--- src/rtl/draw_scheduler.sv ---
// Arbitrates the shared draw engine between the press and garbage movers: erase old position, draw new one.
// Optional: DRAW_SCHED_SAME_POS_SKIP_EN acks a move to the already-drawn position without touching the engine.
module draw_scheduler #(
   parameter int PRESS_PIX = 2400,
   parameter int GARB_PIX  = 400,
   parameter int CNT_W     = 12
) (
   input  logic       clk,
   input  logic       reset_n,
   input  logic       press_req,
   input  logic [2:0] press_pos,
   input  logic       garbage_req,
   input  logic [2:0] garbage_pos,
   output logic       press_ack,
   output logic       garbage_ack,
   output logic       eng_item,
   output logic       eng_erase,
   output logic [2:0] eng_pos,
   output logic       eng_rst_n,
   output logic       plot_en,
   output logic       busy
);

   typedef enum logic [2:0] {
      IDLE,
      SYNC_E,
      ERASE,
      SYNC_D,
      DRAW,
      ACK
`ifdef DRAW_SCHED_SAME_POS_SKIP_EN
      , SKIP
`endif
   } state_t;

   state_t           state_q;
   logic [2:0]       pressCur_q;
   logic [2:0]       garbageCur_q;
   logic             pressVld_q;
   logic             garbageVld_q;
   logic             last_q;
   logic             jobItem_q;
   logic [2:0]       jobPos_q;
   logic [CNT_W-1:0] cnt_q;
   logic             engRstN_q;
   logic             plotEn_q;
   logic             engItem_q;
   logic             engErase_q;
   logic [2:0]       engPos_q;
   logic             pressAck_q;
   logic             garbageAck_q;
   logic             busy_q;

   logic             grantPress;
   logic [2:0]       selPos;
   logic [2:0]       selCur;
   logic             selVld;
   logic [CNT_W-1:0] phaseLast;

   // On a tie the requester that was not served last wins; item encoding 1 = press.
   assign grantPress = press_req & (~garbage_req | ~last_q);
   assign selPos     = grantPress ? press_pos    : garbage_pos;
   assign selCur     = grantPress ? pressCur_q   : garbageCur_q;
   assign selVld     = grantPress ? pressVld_q   : garbageVld_q;
   assign phaseLast  = jobItem_q ? CNT_W'(PRESS_PIX - 1) : CNT_W'(GARB_PIX - 1);

   always_ff @(posedge clk or negedge reset_n) begin
      if (!reset_n) begin
         state_q      <= IDLE;
         pressCur_q   <= 3'd0;
         garbageCur_q <= 3'd0;
         pressVld_q   <= 1'b0;
         garbageVld_q <= 1'b0;
         last_q       <= 1'b0;
         jobItem_q    <= 1'b0;
         jobPos_q     <= 3'd0;
         cnt_q        <= '0;
         engRstN_q    <= 1'b0;
         plotEn_q     <= 1'b0;
         engItem_q    <= 1'b0;
         engErase_q   <= 1'b0;
         engPos_q     <= 3'd0;
         pressAck_q   <= 1'b0;
         garbageAck_q <= 1'b0;
         busy_q       <= 1'b0;
      end else begin
         pressAck_q   <= 1'b0;
         garbageAck_q <= 1'b0;
         case (state_q)
            IDLE: begin
               engRstN_q <= 1'b1;
               plotEn_q  <= 1'b0;
               if (press_req || garbage_req) begin
                  jobItem_q <= grantPress;
                  jobPos_q  <= selPos;
                  engItem_q <= grantPress;
                  busy_q    <= 1'b1;
                  cnt_q     <= '0;
`ifdef DRAW_SCHED_SAME_POS_SKIP_EN
                  if (selVld && (selCur == selPos)) begin
                     state_q <= SKIP;
                  end else
`endif
                  if (selVld) begin
                     state_q    <= SYNC_E;
                     engRstN_q  <= 1'b0;
                     engErase_q <= 1'b1;
                     engPos_q   <= selCur;
                  end else begin
                     state_q    <= SYNC_D;
                     engRstN_q  <= 1'b0;
                     engErase_q <= 1'b0;
                     engPos_q   <= selPos;
                  end
               end
            end
            SYNC_E: begin
               engRstN_q <= 1'b1;
               plotEn_q  <= 1'b1;
               state_q   <= ERASE;
            end
            ERASE: begin
               cnt_q <= cnt_q + 1'b1;
               if (cnt_q == phaseLast) begin
                  state_q    <= SYNC_D;
                  cnt_q      <= '0;
                  plotEn_q   <= 1'b0;
                  engRstN_q  <= 1'b0;
                  engErase_q <= 1'b0;
                  engPos_q   <= jobPos_q;
               end
            end
            SYNC_D: begin
               engRstN_q <= 1'b1;
               plotEn_q  <= 1'b1;
               state_q   <= DRAW;
            end
            DRAW: begin
               cnt_q <= cnt_q + 1'b1;
               if (cnt_q == phaseLast) begin
                  state_q      <= ACK;
                  cnt_q        <= '0;
                  plotEn_q     <= 1'b0;
                  pressAck_q   <= jobItem_q;
                  garbageAck_q <= ~jobItem_q;
               end
            end
`ifdef DRAW_SCHED_SAME_POS_SKIP_EN
            // One quiet cycle keeps the skipped ack at the same latency as a SYNC cycle.
            SKIP: begin
               state_q      <= ACK;
               pressAck_q   <= jobItem_q;
               garbageAck_q <= ~jobItem_q;
            end
`endif
            ACK: begin
               if (jobItem_q) begin
                  pressCur_q <= jobPos_q;
                  pressVld_q <= 1'b1;
               end else begin
                  garbageCur_q <= jobPos_q;
                  garbageVld_q <= 1'b1;
               end
               last_q  <= jobItem_q;
               busy_q  <= 1'b0;
               state_q <= IDLE;
            end
            default: begin
               state_q <= IDLE;
               busy_q  <= 1'b0;
            end
         endcase
      end
   end

   assign press_ack   = pressAck_q;
   assign garbage_ack = garbageAck_q;
   assign eng_item    = engItem_q;
   assign eng_erase   = engErase_q;
   assign eng_pos     = engPos_q;
   assign eng_rst_n   = engRstN_q;
   assign plot_en     = plotEn_q;
   assign busy        = busy_q;

endmodule

--- config.mk ---
export PLATFORM = sky130hd
export DESIGN_NAME = draw_scheduler
export DESIGN_NICKNAME = d
export VERILOG_FILES = /design/src/rtl/draw_scheduler.sv
export SDC_FILE = /design/constraint.sdc
export NUM_CORES = 1
export LEC_CHECK = 0
export ABC_CLOCK_PERIOD_IN_PS = 2400
export CAP_MARGIN = 20
export CORE_UTILIZATION = 30
export CTS_BUF_LIST = sky130_fd_sc_hd__clkbuf_4 sky130_fd_sc_hd__clkbuf_8
export CTS_CLUSTER_SIZE = 12
export DETAILED_ROUTE_END_ITERATION = 12
export PLACE_DENSITY = 0.46
export SYNTH_ARGS = -nofsm -noshare
export SYNTH_HDL_FRONTEND = slang
export SYNTH_SLANG_ARGS = --single-unit
--- constraint.sdc ---
create_clock -name clk -period 2.4 [get_ports clk]
set_clock_uncertainty 0.05 [all_clocks]
set_input_delay 0.6 -clock clk [delete_from_list [all_inputs] [get_ports clk]]
set_output_delay 0.6 -clock clk [all_outputs]
set_load 0.01 [all_outputs]
## Word-level counts from Yosys, hierarchy flattened

Cells that the tools add are included.

- Register bits after elaboration: 37

- Muxes and demuxes: 29
- Bitwise operators: 6
- Add/sub/neg operators: 1
- Equal/unequal tests: 10
- Reduce and logical (&&, ||, !) cells: 18

Operators by type and width:

| cell | count |
|---|---|
| 12-bit two-way mux | 3 |
| 3-bit two-way mux | 8 |
| 12-bit case mux with 2 select lines | 1 |
| 3-bit case mux with 5 select lines | 1 |
| 2-bit AND reduction | 7 |
| 12-bit by 1-bit adder with 12-bit output, second input constant | 1 |
| 12-bit == test | 1 |
| 1-bit two-way mux | 10 |
| 3-bit by 2-bit == test with 1-bit output, second input constant | 2 |
| 3-bit == test, second input constant | 2 |
| 2-bit != test, second input constant | 3 |
| 1-bit case mux with 3 select lines | 2 |
| 3-bit case mux with 2 select lines | 1 |
| 3-bit AND reduction | 2 |
| 3-bit nonzero test | 2 |
| 1-bit inverter | 4 |
| 1-bit case mux with 2 select lines | 2 |
| 2-bit nonzero test | 2 |
| 2-bit OR reduction | 2 |
| 4-bit OR reduction | 1 |
| 3-bit by 1-bit == test with 1-bit output, second input constant | 1 |
| 3-bit zero test | 1 |
| 2-bit two-way mux | 1 |
| 2-bit by 1-bit != test with 1-bit output, second input constant | 1 |
| other kinds (3) | 3 |

## Longest topological paths before layout

- Depth in word-level cells: 7
- Depth in mapped cells: 7
- Mapped depth without buffers: 6

## Worst setup path before layout

OpenSTA, ideal clock, no wires.

- Path type: input port to flip-flop
- Start point: input port garbage_req
- End point: register cnt_q[10]
- Stages on the path: 6
- Setup slack: 0.460 ns
- Data required time: 2.285 ns
- Buffers on the path: 2
- Data arrival time: 1.824 ns
- Library setup time: 0.065 ns
- Path through: or2_2 -> clkbuf_1 -> o31ai_1 -> buf_2 -> a21o_2 -> a22o_1

- Cells in the longest elaborated chain, start to end: 3

RTL lines:

| element | line | text |
|---|---|---|
| start: declaration | 12 | `input logic garbage_req,` |
| 1-bit logical OR | 93 | `if (press_req \|\| garbage_req) begin` |
| 2-bit != test (no line) | n/a |  |
| 2-bit AND reduction (no line) | n/a |  |
| end signal: assignment | 123 | `cnt_q <= cnt_q + 1'b1;` |
| end signal: assignment | 139 | `cnt_q <= cnt_q + 1'b1;` |
| end: declaration | 44 | `logic [CNT_W-1:0] cnt_q;` |

Every way passes these cells.
A chain may end at the register's enable or synchronous reset.

## Worst setup path after layout

- Start point: register cnt_q[4]
- End point: register cnt_q[10]

- Cells in the longest elaborated chain, start to end: 3
- Elaborated cells on any way between the ends: 4

RTL lines:

| element | line | text |
|---|---|---|
| 12-bit by 1-bit adder with 12-bit output / 12-bit == test (equally long branches) | n/a |  |
| 12-bit two-way mux (*) | 124, 140 |  |
| 12-bit case mux with 2 select lines (*) | 89 | `case (state_q)` |

Every way passes the cells marked *; elsewhere a longest branch is shown, timed or not.

==> run_results.csv <==
group,metric,value,unit
yosys,synth_area_leaders,"dfrtp_1 (51%), nand2_1 (4.5%), a21oi_1 (3.9%), mux2i_1 (3.9%), mux2_2 (3.7%)",
run,cap_violations,0,
grt,antenna_found_initial,0,
sta,rsz0062_at_grt,"no",
clock_network,path_clk_slew,70,ps
yosys,ys_ff_latch,37,
routing,detailroute.via_count,1427,
die,die_x,79.79,um
sta,fin_crit,2181,ps
routing,drtAntennaViolNets,0,
routing,drtIter0Drc,71,
clock_network,htreeDepth,2,
clock_network,cts.sinks,37,
critical_path,cp.required,2530,ps
routing,vias_per_cell,5.078,
yosys,ys_seq_area_share,51.00,%
clock_network,hold_buffers,0,
yosys,ys_types,37,
clock_network,ctsRootBufferMaster,"clkbuf_8",
die,core_area,5675,um^2
place,gp_congestion,0.7849,
pwr,switchingPower,921.6,uW
clock_network,clk_latency,290,ps
yosys,synthArstFlopShare,100.0,%
critical_path,crit_arrival,2310,ps
pwr,p_seq_share,42.2,%
sta,fin_hold_ws,262.2,ps
die,die-area,6366,um^2
die,die_h,79.79,um
routing,first_pass_iters,4,
critical_path,cp-end-kind,"flop",
sta,drv_slew,0,
grt,grt_pass1_wl,7548,um
sta,tightest_slew,895.3,ps
yosys,synth_top_area_share,51.00,%
sta,setup_viol,0,
die,start_util,31.99,%
yosys,syn_nets,195,
grt,grt-ovfl-total,0,
die,core.rowCount,27,
run_status,run_status,"finished, final reports clean",
sta,relSlewSlack,40.04,%
yosys,netlist_area,1815,um^2
cells_and_area,fin_nets,220,
min_path,hp-class,"primary input to async pin",
sta,hold_violations,0,
pwr,ir_worst_vdd,0.5034,mV
pwr,pwr-share-clk,18.5,%
yosys,synth_most_common_cell,"dfrtp_1",
cells_and_area,drive_gt1_share,14.83,%
critical_path,startpoint_type,"flop",
sta,fmax,0.4586,GHz
yosys,ys.flop_type,"dfrtp_1",
yosys,synth-edff-count,0,
critical_path,critPathKind,"flop to flop",
grt,grt_start_max_net_pins,26,
place,place_hpwl,3056,um
sta,tns,0,ps
pwr,leakage,0.0009679,uW
pwr,p_int,1527,uW
cells_and_area,insertedDiodeCount,0,
pwr,p_sw_share,37.63,%
routing,wl_per_cell,15.24,um
yosys,yosysTopAreaCell,"dfrtp_1",
clock_network,cts_buffer_depth,2,
pwr,power_frac_comb,39.2,%
cells_and_area,syn_to_final_growth,21.50,%
yosys,yosys_warnings,0,
clock_network,cts_buffers,5,
sta,fin_crit_sh,90.86,%
grt,gr-usage-all-layers,15.69,%
grt,grt_pass1_vias,1551,
routing,wirelength,4282,um
clock_network,cts_tree,"yes",
die,io_pins,20,
critical_path,crit_fanout,11,
pwr,p_per_area,1110,nW/um^2
clock_network,post-cts-setup-buffers,0,
clock_network,cts_resized,0,
yosys,synth_common_cells,"dfrtp_1 (37), nand2_1 (22), a21oi_1 (14)",
yosys,syn_inst,184,
place,io_buffers,19,
yosys,syn_area_per_cell,9.867,um^2
routing,drc_errors,0,
[layout make-up]
cell class	instances	area [um^2]
inverters	3	11.26
repair buffers	29	260.3
multi-input cells	133	828.3
fillers	577	3470
well taps	72	90.09
flip-flops and latches	37	925.9
clock buffers	7	90.09
[layer usage]
layer | routed length (um) | vias up | track usage [%]
li1 | - | 701 | -
met1 | 2049 | 702 | 20.36
met2 | 2059 | 17 | 25.56
met3 | 117 | 7 | 3.657
met4 | 56 | 0 | 5.357
met5 | 0 | - | 0
[final timing paths]
check,start,end,slack (ps),cells past startpoint
max,cnt_q[4],cnt_q[10],220,5
min reg2reg,last_q,last_q,430,2
min in group clk,last_q,last_q,430,2
min,reset_n,cnt_q[2],260,1
max reg2reg,cnt_q[4],cnt_q[10],220,5
max in group asynchronous,reset_n,pressCur_q[0],1480,2
[per-stage QoR]
step	util, %	cells	worst slack [ps]	area (um^2)	total power, uW
floorplan	-	184	460.5	1815	1640
global placement	37.28	274	173.2	2116	1979
detailed placement	37.28	274	149.6	2116	2013
CTS	38.87	281	215.6	2206	2484
global route	38.87	281	4.919	2206	2653
finish	38.87	281	219.4	2206	2449
[power by group through the flow]
stage	Combinational, uW	Clock, uW	Sequential, uW
after detailed placement	969	0	1040
after global routing	1080	495	1080
after floorplan	657	0	984
final	961	454	1030
after global placement	946	0	1030
after CTS	973	477	1030
[critical path, cell delays in order (launching register included)]
cell and delay, ps:
dfrtp_1 450, or4b_4 550, mux2i_4 200, a31oi_1 340, a21o_2 310, a22o_1 180
[state kept, by name (all words and copies together) (netlist names), 3 cells and up]
register and cells:
garbageCur_q 3, cnt_q 12, eng_pos 3, state_q 3, jobPos_q 3, pressCur_q 3
[cell families after synthesis]
kind of cell / count (synthesis) / synth area share [%]
AND/OR/NAND/NOR: 68 / 18.74
AO/OA/AOI/OAI: 46 / 15.44
flip-flops: 37 / 51.00
buffers and inverters: 14 / 3.376
multiplexers: 14 / 8.821
XOR/XNOR: 4 / 1.930
adder cells (fa/ha/maj): 1 / 0.6891
[placed cells by master (no fill, tap or decap), drive strengths merged, types with 5 or more instances in the layout]
cell type	count
dfrtp	37
nand2	22
clkdlybuf4s50	18
a21oi	14
o21ai	13
nor2	12
buf	11
mux2i	8
nand3	7
clkbuf	7
mux2	6
nor3	5
a22o	5
No activity file was read; power rests on OpenSTA's default activity.
